<file path="src/rtl/fwd_hazard_scoreboard.sv">
// Operand-forwarding scoreboard beside EX: tracks destination tags of retired-from-EX
// instructions, picks forwarding sources, raises load-use stalls and late store-data forwarding.
module fwd_hazard_scoreboard #(
  parameter int AW         = 5,
  parameter int NUM_SRC    = 2,
  parameter int FWD_DEPTH  = 2,
  parameter int LOAD_STAGE = 2,
  parameter int SELW       = $clog2(FWD_DEPTH + 1),
  parameter int CNTW       = 16
) (
  input  logic                    clk,
  input  logic                    rst_n,
  input  logic                    advance,
  input  logic                    flush,
  input  logic                    ex_valid,
  input  logic [AW-1:0]           ex_rd,
  input  logic                    ex_regwrite,
  input  logic                    ex_is_load,
  input  logic                    ex_is_store,
  input  logic [NUM_SRC*AW-1:0]   ex_src,
  input  logic [NUM_SRC-1:0]      ex_src_used,
  output logic [NUM_SRC*SELW-1:0] fwd_sel,
  output logic                    store_late_fwd,
  output logic                    stall,
  output logic [CNTW-1:0]         stall_count
);

  // Source index carrying store data; only meaningful when a second source exists.
  localparam int DATA_SRC = (NUM_SRC > 1) ? 1 : 0;
  localparam bit HAS_DATA = (NUM_SRC > 1);

  logic [FWD_DEPTH:1] v_q, wr_q, ld_q;
  logic [AW-1:0]      rd_q [1:FWD_DEPTH];
  logic [FWD_DEPTH:1] m [NUM_SRC];
  logic               store_dep;

  always_comb begin
    for (int s = 0; s < NUM_SRC; s++) begin
      for (int k = 1; k <= FWD_DEPTH; k++) begin
        m[s][k] = ex_valid && ex_src_used[s] && v_q[k] && wr_q[k] &&
                  (rd_q[k] == ex_src[s*AW +: AW]) && (rd_q[k] != '0);
      end
    end
  end

  assign store_dep = HAS_DATA && ex_is_store && m[DATA_SRC][1];

  // NOTE: every combinational output gets a default first so no path infers a latch.
  always_comb begin
    stall          = 1'b0;
    store_late_fwd = 1'b0;
    fwd_sel        = '0;

    for (int s = 0; s < NUM_SRC; s++) begin
      for (int k = 1; k <= FWD_DEPTH; k++) begin
        // A stage-1 load feeding store data is picked up at MEM, so it need not stall.
        if (m[s][k] && ld_q[k] && (k < LOAD_STAGE) &&
            !(s == DATA_SRC && store_dep && k == 1 && LOAD_STAGE <= 2)) begin
          stall = 1'b1;
        end
      end
    end

    // Walk oldest to youngest so the youngest matching stage is the one left standing.
    for (int s = 0; s < NUM_SRC; s++) begin
      for (int k = FWD_DEPTH; k >= 1; k--) begin
        if (m[s][k] && !(s == DATA_SRC && store_dep && k == 1)) begin
          fwd_sel[s*SELW +: SELW] = SELW'(k);
        end
      end
    end

    if (stall) begin
      fwd_sel = '0;
    end else begin
      store_late_fwd = store_dep;
    end
  end

  // NOTE: state uses non-blocking assignments so every stage samples its predecessor's old value.
  always_ff @(posedge clk or negedge rst_n) begin
    if (!rst_n) begin
      v_q         <= '0;
      wr_q        <= '0;
      ld_q        <= '0;
      stall_count <= '0;
      // NOTE: the tag array is small flop storage, so it is cleared too; it is not a RAM.
      for (int k = 1; k <= FWD_DEPTH; k++) rd_q[k] <= '0;
    end else if (advance) begin
      for (int k = FWD_DEPTH; k >= 2; k--) begin
        v_q[k]  <= v_q[k-1];
        wr_q[k] <= wr_q[k-1];
        ld_q[k] <= ld_q[k-1];
        rd_q[k] <= rd_q[k-1];
      end
      v_q[1]  <= ex_valid && !flush && !stall;
      wr_q[1] <= ex_regwrite;
      ld_q[1] <= ex_is_load;
      rd_q[1] <= ex_rd;
      if (stall && (stall_count != {CNTW{1'b1}})) begin
        stall_count <= stall_count + CNTW'(1);
      end
    end
  end

endmodule

</file>
<file path="config.mk">
export PLATFORM = sky130hd
export DESIGN_NAME = fwd_hazard_scoreboard
export DESIGN_NICKNAME = d
export VERILOG_FILES = /design/src/rtl/fwd_hazard_scoreboard.sv
export SDC_FILE = /design/constraint.sdc
export NUM_CORES = 1
export LEC_CHECK = 0
export ABC_CLOCK_PERIOD_IN_PS = 4300
export BUFFER_PORTS_ARGS = -buffer_cell sky130_fd_sc_hd__buf_2
export CAP_MARGIN = 40
export CELL_PAD_IN_SITES_DETAIL_PLACEMENT = 1
export CELL_PAD_IN_SITES_GLOBAL_PLACEMENT = 1
export CORE_MARGIN = 1.5
export CORE_UTILIZATION = 40
export CTS_CLUSTER_DIAMETER = 40
export DETAILED_ROUTE_END_ITERATION = 8
export PLACE_DENSITY = 0.83
export RECOVER_POWER = 50
export SLEW_MARGIN = 25
export SYNTH_ARGS = -nofsm -noshare
export SYNTH_HDL_FRONTEND = slang
export SYNTH_SLANG_ARGS = --single-unit
</file>
<file path="constraint.sdc">
create_clock -name clk -period 4.3 [get_ports clk]
set_clock_uncertainty 0.2 [all_clocks]
set_input_delay 0.86 -clock clk [delete_from_list [all_inputs] [get_ports clk]]
set_output_delay 0.86 -clock clk [all_outputs]
set_load 0.02 [all_outputs]
</file>
---- After elaboration in Yosys (flattened, before gate mapping) ----
Index checks and enable logic that the tools add are counted.
word-level totals
  flip-flop bits (word level) ............. 31
  latch bits .............................. 0
  RAM bits ................................ 0
  memory bits (read-only) ................. 0
  output and inout bits ................... 22
  word-level logic and storage cells ...... 52
  memories ................................ 0
cells by class
  add/sub/neg operators ................... 1
  multipliers ............................. 0
  divide/modulo/power cells ............... 0
  $lt $le $gt $ge ......................... 0
  eq/ne operators ......................... 5
  shift operators ......................... 0
  mux-type cells .......................... 8
  bitwise operators ....................... 0
  reduce and logical (&&, ||, !) cells .... 32
operator list
  cell                                            number
  logical AND 1 bit                               26
  equality test 5 bit                             4
  adder 16 x 1 -> 16 bit (second input constant)  1
  inequality test 16 bit (second input constant)  1
  nonzero test 5 bit                              2
  two-way mux 2 bit                               4
  two-way mux 4 bit                               1
  logical NOT 1 bit                               3
  two-way mux 1 bit                               3
  AND reduction 2 bit                             1

---- Logic depth before layout (Yosys ltp) ----
Gate-level depths: netlist of run 1.
  word-level depth ........................ 11
  gate-level depth with buffers ........... 6
  gate-level depth less buffers ........... 6

---- Worst setup path after synthesis of run 1 ----
No wires, ideal clock.
  path type ............................... input-to-output
  start ................................... input port ex_src[3]
  end ..................................... output port stall
  arrival time ............................ 2.344 ns
  data required time ...................... 3.240 ns
  path slack .............................. 0.896 ns
  stages .................................. 5
  path buffers ............................ 1
  cell sequence ........................... xnor2_1 -> nand4_1 -> or4_4 -> buf_6 -> a21boi_0
on the way
  longest elaborated chain between the ends .. 6
RTL lines
  element                         line  RTL
  start, declared                 20    input logic [NUM_SRC*AW-1:0] ex_src,
  equality test 5 bit             41    (rd_q[k] == ex_src[s*AW +: AW]) && (rd_q[k] != '0);
  logical AND 1 bit               40    m[s][k] = ex_valid && ex_src_used[s] && v_q[k] && wr_q[k] &&
  logical AND 1 bit               41
  logical AND 1 bit               57    if (m[s][k] && ld_q[k] && (k < LOAD_STAGE) &&
  two-way mux 1 bit (2 in a row)  57
  end, declared                   24    output logic stall,
No other way between the ends.

---- Final worst setup path of run 1 ----
  start ................................... input port ex_src[6]
  end ..................................... output port stall
on the way
  longest elaborated chain between the ends .. 7
RTL lines
  element                line  RTL
  equality test 5 bit *  41
  logical AND 1 bit *    40
  logical AND 1 bit *    41
  logical AND 1 bit      46    assign store_dep = HAS_DATA && ex_is_store && m[DATA_SRC][1];
  logical NOT 1 bit      58    !(s == DATA_SRC && store_dep && k == 1 && LOAD_STAGE <= 2)) begin
  logical AND 1 bit *    57
  two-way mux 1 bit *    57
Mark *: on every way between the ends. The rest lies on a longest branch, timed or not.

==> impl_metrics.toml, run 1 <==
[cts]
clk_latency_ps = 290
cts_max_path_buffers = 2
clockRootBuffer = "clkbuf_8"
h-tree-depth = 2
cts_buffers = 5
clock-sinks = 31
ctsHoldBuffers = 0
path_clk_slew_ps = 60
cts_setup_buffers = 0
post_cts_resized = 0
cts_tree = "built"

[run_status]
failed_checks = "max-capacitance violations, max-slew violations"
status = "finished, violations left"

[placed_design]
portBuffers = 46
hpwl_um = 3250
place_inst = 246
place_ws_ps = 693
gp_congestion = 0.826

[setup_path]
ff2ff_setup_slack_ps = 1790
worstSetupPathType = "primary input to primary output"
crit_end = "stall"
rr_startpoint = "rd_q[6]"
timing.rr.end = "stall_count[1]"
cp.required_ps = 3240
crit_path_start = "ex_src[6]"
critPathArrivalTime_ps = 2550
crit_fanout = 8
r2r_cells = 6
worst_setup_path_end_kind = "primary output"
worstSetupStartpointType = "primary input"

[synthesis]
synth_top_family_by_area = "XOR/XNOR gates"
syn_area_sq_mm = 0.00177
postSynthAreaPerCell_sq_um = 11.4
ys_ff_latch = 31
yosysUniqueCellTypes = 38
ys_warn_count = 0
ys_seq_area_share_pct = 43.9
synthAdderAreaFrac_pct = 0.709
syn-instance-count = 155
synth_compound_gate_area_share_pct = 13.7
synthSimpleGateAreaFrac_pct = 12.1
synth.area.mux_share_pct = 9.57
syn_nets = 181
synth-xor-area-share_pct = 17.4

[power]
p_sw_uw = 178
clockPowerShare_pct = 35.1
p_leak_uw = 0.000944
sw_frac_of_total_pct = 27.7
seq_power_share_pct = 52.0
ir_drop_uv = 203
power.internal_uw = 465
power_density_mw_per_mm2 = 303
pwr-share-comb_pct = 13.0

[cells_and_area]
drive_gt1_share_pct = 38.2
syn2layout_area_growth_pct = 20.3
fill_cells = 476
antennaDiodeCount = 0
fin_cells = 254
nNetsFinal = 229

[floorplan]
dieArea_sq_mm = 0.00482
die_y_um = 69.4
die_w_um = 69.4
core-area_sq_mm = 0.00412
initial_core_util_pct = 42.9
ios = 47
rows = 23

[sta]
max_freq_mhz = 277
rsz0062_at_grt = "false"
worst_slack_ps = 686
slew_violations = 32
finalSetupViolCount = 0
layout_worst_path_cycle_share_pct = 84.1
setup-tns-final_ps = 0
max_slew_margin_pct = -11.3
finalHoldViolations = 0
worst_pin_slew_ps = 1670
period_minus_slack_ps = 3610

[route]
routedWlPerCell_um = 16.9
vias = 1428
drc = 0
via_per_inst = 5.62
firstDrtPassIters = 4
totalWireLength_um = 4290
ant_nets = 0
drt_iter0_markers = 102

[global_routing]
grt_antenna_before_repair = 0
grt_pass1_wl_um = 7520
track_usage_pct = 19.9
grt_overflow = 0
grt_pass1_vias = 1451
grt_max_degree = 32

[flow_run]
cap_violations = 1

[hold_path]
holdPathStages = 1
hp-class = "flip-flop to flip-flop"
metal layers:
metal / track usage (%) / wire [um] / up-vias
met5: 0 / 0 / -
met4: 7.41 / 47 / 0
met3: 5.67 / 188 / 4
met2: 29.7 / 2020 / 37
met1: 27.5 / 2030 / 722
li1: - / - / 665
cell type report:
class / count / area [sq um] / share of cell area, %
Clock inverter: 3 / 20.0 / 0.942
Timing Repair Buffer: 48 / 243 / 11.4
Tap cell: 50 / 62.6 / 2.94
Sequential cell: 31 / 776 / 36.5
Clock buffer: 5 / 68.8 / 3.24
Inverter: 3 / 11.3 / 0.530
Multi-Input combinational cell: 114 / 943 / 44.4
metrics by stage:
step	hold slack, ps	util, %	instance area [sq um]	total power, uW
after global placement	275	49.5	2040	421
after detailed placement	282	49.5	2040	424
final	290	51.6	2120	643
after CTS	294	51.7	2130	654
after global routing	299	51.6	2120	681
after floorplan	281	-	1770	387
worst max-delay path, stage by stage:
cell and delay (ps):
buf_2 110, xnor2_1 160, nand4_1 160, or4_1 720, a21boi_0 320, buf_2 220
how the worst min path moves through the flow:
stage	to	from
final	stall_count[5]	stall_count[5]
after floorplan	wr_q[2]	wr_q[2]
after global placement	stall_count[5]	stall_count[5]
after detailed placement	stall_count[5]	stall_count[5]
after global routing	stall_count[5]	stall_count[5]
after CTS	stall_count[5]	stall_count[5]
sequential cells by signal, summed over array words and instances (netlist names):
name / flops
stall_count: 16
v_q: 2
wr_q: 2
rd_q: 10
ld_q: 1
power groups by stage:
stage / registers [uW] / logic, uW / clock network [uW]
after floorplan: 330 / 56.7 / 0
after global placement: 339 / 81.7 / 0
after detailed placement: 339 / 84.7 / 0
after CTS: 334 / 84.9 / 235
after global routing: 338 / 94.2 / 249
final: 334 / 83.3 / 225
Yosys cell counts (all sizes together):
| cell type | n | area share [%] |
|---|---|---|
| o211ai | 3 | 1.6 |
| nor2 | 6 | 1.3 |
| a211o | 1 | 0.57 |
| a2111oi | 2 | 3.1 |
| dfrtp | 31 | 44 |
| a31oi | 1 | 0.71 |
| nand4 | 4 | 1.4 |
| nand3b | 1 | 0.43 |
| mux2 | 15 | 9.6 |
| o22ai | 1 | 0.35 |
| o2111ai | 6 | 3.0 |
| a21oi | 1 | 0.28 |
| xor2 | 15 | 7.4 |
| nor4 | 4 | 1.4 |
| buf | 4 | 1.3 |
| a211oi | 4 | 1.7 |
| a21boi | 1 | 0.43 |
| and3 | 2 | 0.71 |
| xnor2 | 20 | 9.9 |
| or4 | 4 | 2.0 |
| a31o | 1 | 0.50 |
| a2111o | 1 | 0.64 |
| clkbuf | 3 | 0.64 |
| nor3 | 2 | 0.57 |
| o21ai | 1 | 0.28 |
| nand2 | 6 | 1.3 |
| ha | 1 | 0.71 |
| nand3 | 7 | 2.0 |
| o311a | 1 | 0.57 |
| and2 | 1 | 0.35 |
| or3 | 1 | 0.35 |
| inv | 3 | 0.64 |
| or2 | 1 | 0.35 |
layout by cell type, fill, tap and decap left out, types with 2 or more instances in the layout:
cell type and count:
buf_2 44, dfrtp_1 31, xnor2_1 20, xor2_1 15, mux2_2 15, nand3_1 7, nand2_1 6, nor2_1 6
o2111ai_1 6, clkbuf_8 5, nand4_1 4, nor4_1 4, a211oi_1 4, inv_1 3, or4_1 2, nor3_1 2
and3_1 2, o211ai_1 2, a2111oi_4 2, clkinvlp_4 2, clkbuf_1 2, buf_4 2
kinds of logic (layout without fill, tap and decap cells):
family,after synthesis,in the layout
and+or+nand+nor,39,39
xor gates and xnor gates,35,35
DFF,31,31
AOI/OAI and AO/OA,24,24
muxes,15,15
buffers and inverters,10,59
adders and majority gates,1,1
Power figures use the tool's default switching activity.
==> inputs of run 2 (changes only) <==
--- a/config.mk
+++ b/config.mk
@@ -5,16 +5,16 @@
 export SDC_FILE = /design/constraint.sdc
 export NUM_CORES = 1
 export LEC_CHECK = 0
-export ABC_CLOCK_PERIOD_IN_PS = 4300
+export ABC_CLOCK_PERIOD_IN_PS = 3200
 export BUFFER_PORTS_ARGS = -buffer_cell sky130_fd_sc_hd__buf_2
 export CAP_MARGIN = 40
 export CELL_PAD_IN_SITES_DETAIL_PLACEMENT = 1
 export CELL_PAD_IN_SITES_GLOBAL_PLACEMENT = 1
 export CORE_MARGIN = 1.5
-export CORE_UTILIZATION = 40
+export CORE_UTILIZATION = 36
 export CTS_CLUSTER_DIAMETER = 40
 export DETAILED_ROUTE_END_ITERATION = 8
-export PLACE_DENSITY = 0.83
+export PLACE_DENSITY = 0.79
 export RECOVER_POWER = 50
 export SLEW_MARGIN = 25
 export SYNTH_ARGS = -nofsm -noshare
==> constraint.sdc (replaced) <==
create_clock -name clk -period 3.2 [get_ports clk]
set_clock_uncertainty 0.2 [all_clocks]
set_input_delay 0.64 -clock clk [delete_from_list [all_inputs] [get_ports clk]]
set_output_delay 0.64 -clock clk [all_outputs]
set_load 0.02 [all_outputs]
==> run 2 against run 1 <==
Net effect:
- the flow still finishes with violations (max-capacitance violations, max-slew violations)
- total power rose by 42%
- combinational power grew 42%
- routed wire length up 4.9%
- clock power increased by 51%
- first-iteration DRC count down 49%
- clock-buffer cell count increased by 3
- sequential power up 36%
==> impl_metrics.toml, run 2 (same netlist as run 1, synthesis figures left out) <==
[cts]
clockRootBuffer = "clkbuf_8"
clock-sinks = 31
path_clk_slew_ps = 60
cts_max_path_buffers = 2
cts_buffers = 5
cts_tree = "built"
clk_latency_ps = 280
ctsHoldBuffers = 0
h-tree-depth = 2

[route]
wl_met2_um = 2230
dr_wl_met3_um = 170
wl_met1_um = 2050
drc = 0
top_layer = "met4"
via_per_inst = 5.17
drt_iter0_markers = 52
vias = 1428
firstDrtPassIters = 4
totalWireLength_um = 4500
ant_nets = 0
routedWlPerCell_um = 16.3

[cells_and_area]
drive_gt1_share_pct = 41.1
layout_commonest_cell = "buf_2"
fin_util_pct = 47.3
multi_input_area_sq_um = 980
fill_cells = 533
final_cell_mix = "buf_2, dfrtp_1, xnor2_1"
nNetsFinal = 234
largest_reg_flops = 16
top_regs = "stall_count: 16 flops, rd_q: 10 flops"
final_area_sq_mm = 0.00223
seq_area_sq_um = 777
antennaDiodeCount = 0
regMostFlops = "stall_count"
syn2layout_area_growth_pct = 26.5

[floorplan]
rows = 25
ios = 47
initial_core_util_pct = 37.4
core-area_sq_mm = 0.00472
die_w_um = 73.0
dieArea_sq_mm = 0.00533
die_y_um = 73.0

[power]
power_density_mw_per_mm2 = 407
ir_drop_uv = 194
p_leak_uw = 0.000977

[sta]
worst_slack_ps = 98.0
layout_worst_path_cycle_share_pct = 96.9
max_freq_mhz = 322
worst_pin_slew_ps = 1650
slew_violations = 32
rsz0062_at_grt = "false"
setup-tns-final_ps = 0
max_slew_margin_pct = -9.89
period_minus_slack_ps = 3100
finalHoldViolations = 0
finalSetupViolCount = 0

[global_routing]
grt_max_degree = 32
grt_overflow = 0
grt_pass1_wl_um = 7510
grt_pass1_vias = 1529
grt_antenna_before_repair = 0
track_usage_pct = 18.6

[placed_design]
place_ws_ps = 268
hpwl_um = 3370
gp_congestion = 0.801
portBuffers = 46
placed_cell_area_sq_mm = 0.00209

[setup_path]
cp.required_ps = 2360
crit_fanout = 12
worstPathCellList = "or4_4 -> o211ai_4 -> nor4_1 -> buf_4 -> a211oi_4 -> buf_4"
worstSetupStartpointType = "flip-flop"
path_delay_family = "simple AND/OR/NAND/NOR gates"
worst_setup_path_end_kind = "primary output"
worst_path_largest_cell_delay_ps = 560
crit_top_cell = "buf_4"
rr_startpoint = "rd_q[6]"
critPathArrivalTime_ps = 2260
worstSetupPathType = "flip-flop to primary output"
r2r_cells = 7
ff2ff_setup_slack_ps = 560
crit_buf_inv = 2
cpMaxStageDelayCell = "or4_4"
timing.rr.end = "stall_count[1]"

[hold_path]
hold_end = "stall_count[12]"
min_from = "stall_count[12]"
holdPathStages = 1
hp-class = "flip-flop to flip-flop"

[run_status]
failed_checks = "max-capacitance violations, max-slew violations"
status = "finished, violations left"

[flow_run]
cap_violations = 1
==> run 2: changes by cell type in the layout (fill, tap and decap cells not counted), sizes merged <==
cell,before,now
buf,46,50
clkinv,1,0
clkbuf,7,11
clkinvlp,2,0
==> run 2: layout make-up <==
class                   instances  share of cell area, %
clock buffers                   8                   4.48
inverters                       3                  0.504
multi-input cells             114                   43.9
flip-flops and latches         31                   34.8
well taps                      67                   3.75
repair buffers                 53                   12.6
==> run 2: routing by layer <==
layer / vias to the layer above / track usage [%]
met4: 0 / 6.92
met5: - / 0
li1: 675 / -
met3: 4 / 4.14
met2: 31 / 29.2
met1: 718 / 25.1
==> run 2: through the flow <==
step,cells,hold WS (ps),power [uW]
2_1_floorplan,155,144,520
3_3_place_gp,267,274,567
3_5_place_dp,267,279,574
4_1_cts,275,222,917
5_1_grt,276,301,952
6_report,276,285,910
==> run 2: power breakdown <==
part	leakage (uW)	internal, uW	switching [uW]
Combinational	0.000525	61.3	57.1
Sequential	0.000401	415	37.6
Clock	0.0000515	196	143
Total	0.000977	673	237
==> run 2: worst max path at each step <==
stage / startpoint / to / slack [ps] / cells past startpoint
global route: rd_q[6] / fwd_sel[3] / 20 / 6
detailed placement: rd_q[6] / fwd_sel[3] / 270 / 6
global placement: rd_q[6] / fwd_sel[3] / 290 / 6
CTS: rd_q[6] / fwd_sel[1] / 30 / 6
floorplan: ex_src[3] / stall / 240 / 5
finish: rd_q[6] / fwd_sel[3] / 100 / 6
==> run 2: timing repair <==
action                                  in CTS  in global routing
endpoints found under the setup margin       1                  2
pin swaps                                    0                  1
buffers inserted                             0                  1
gates resized for setup                      1                  8
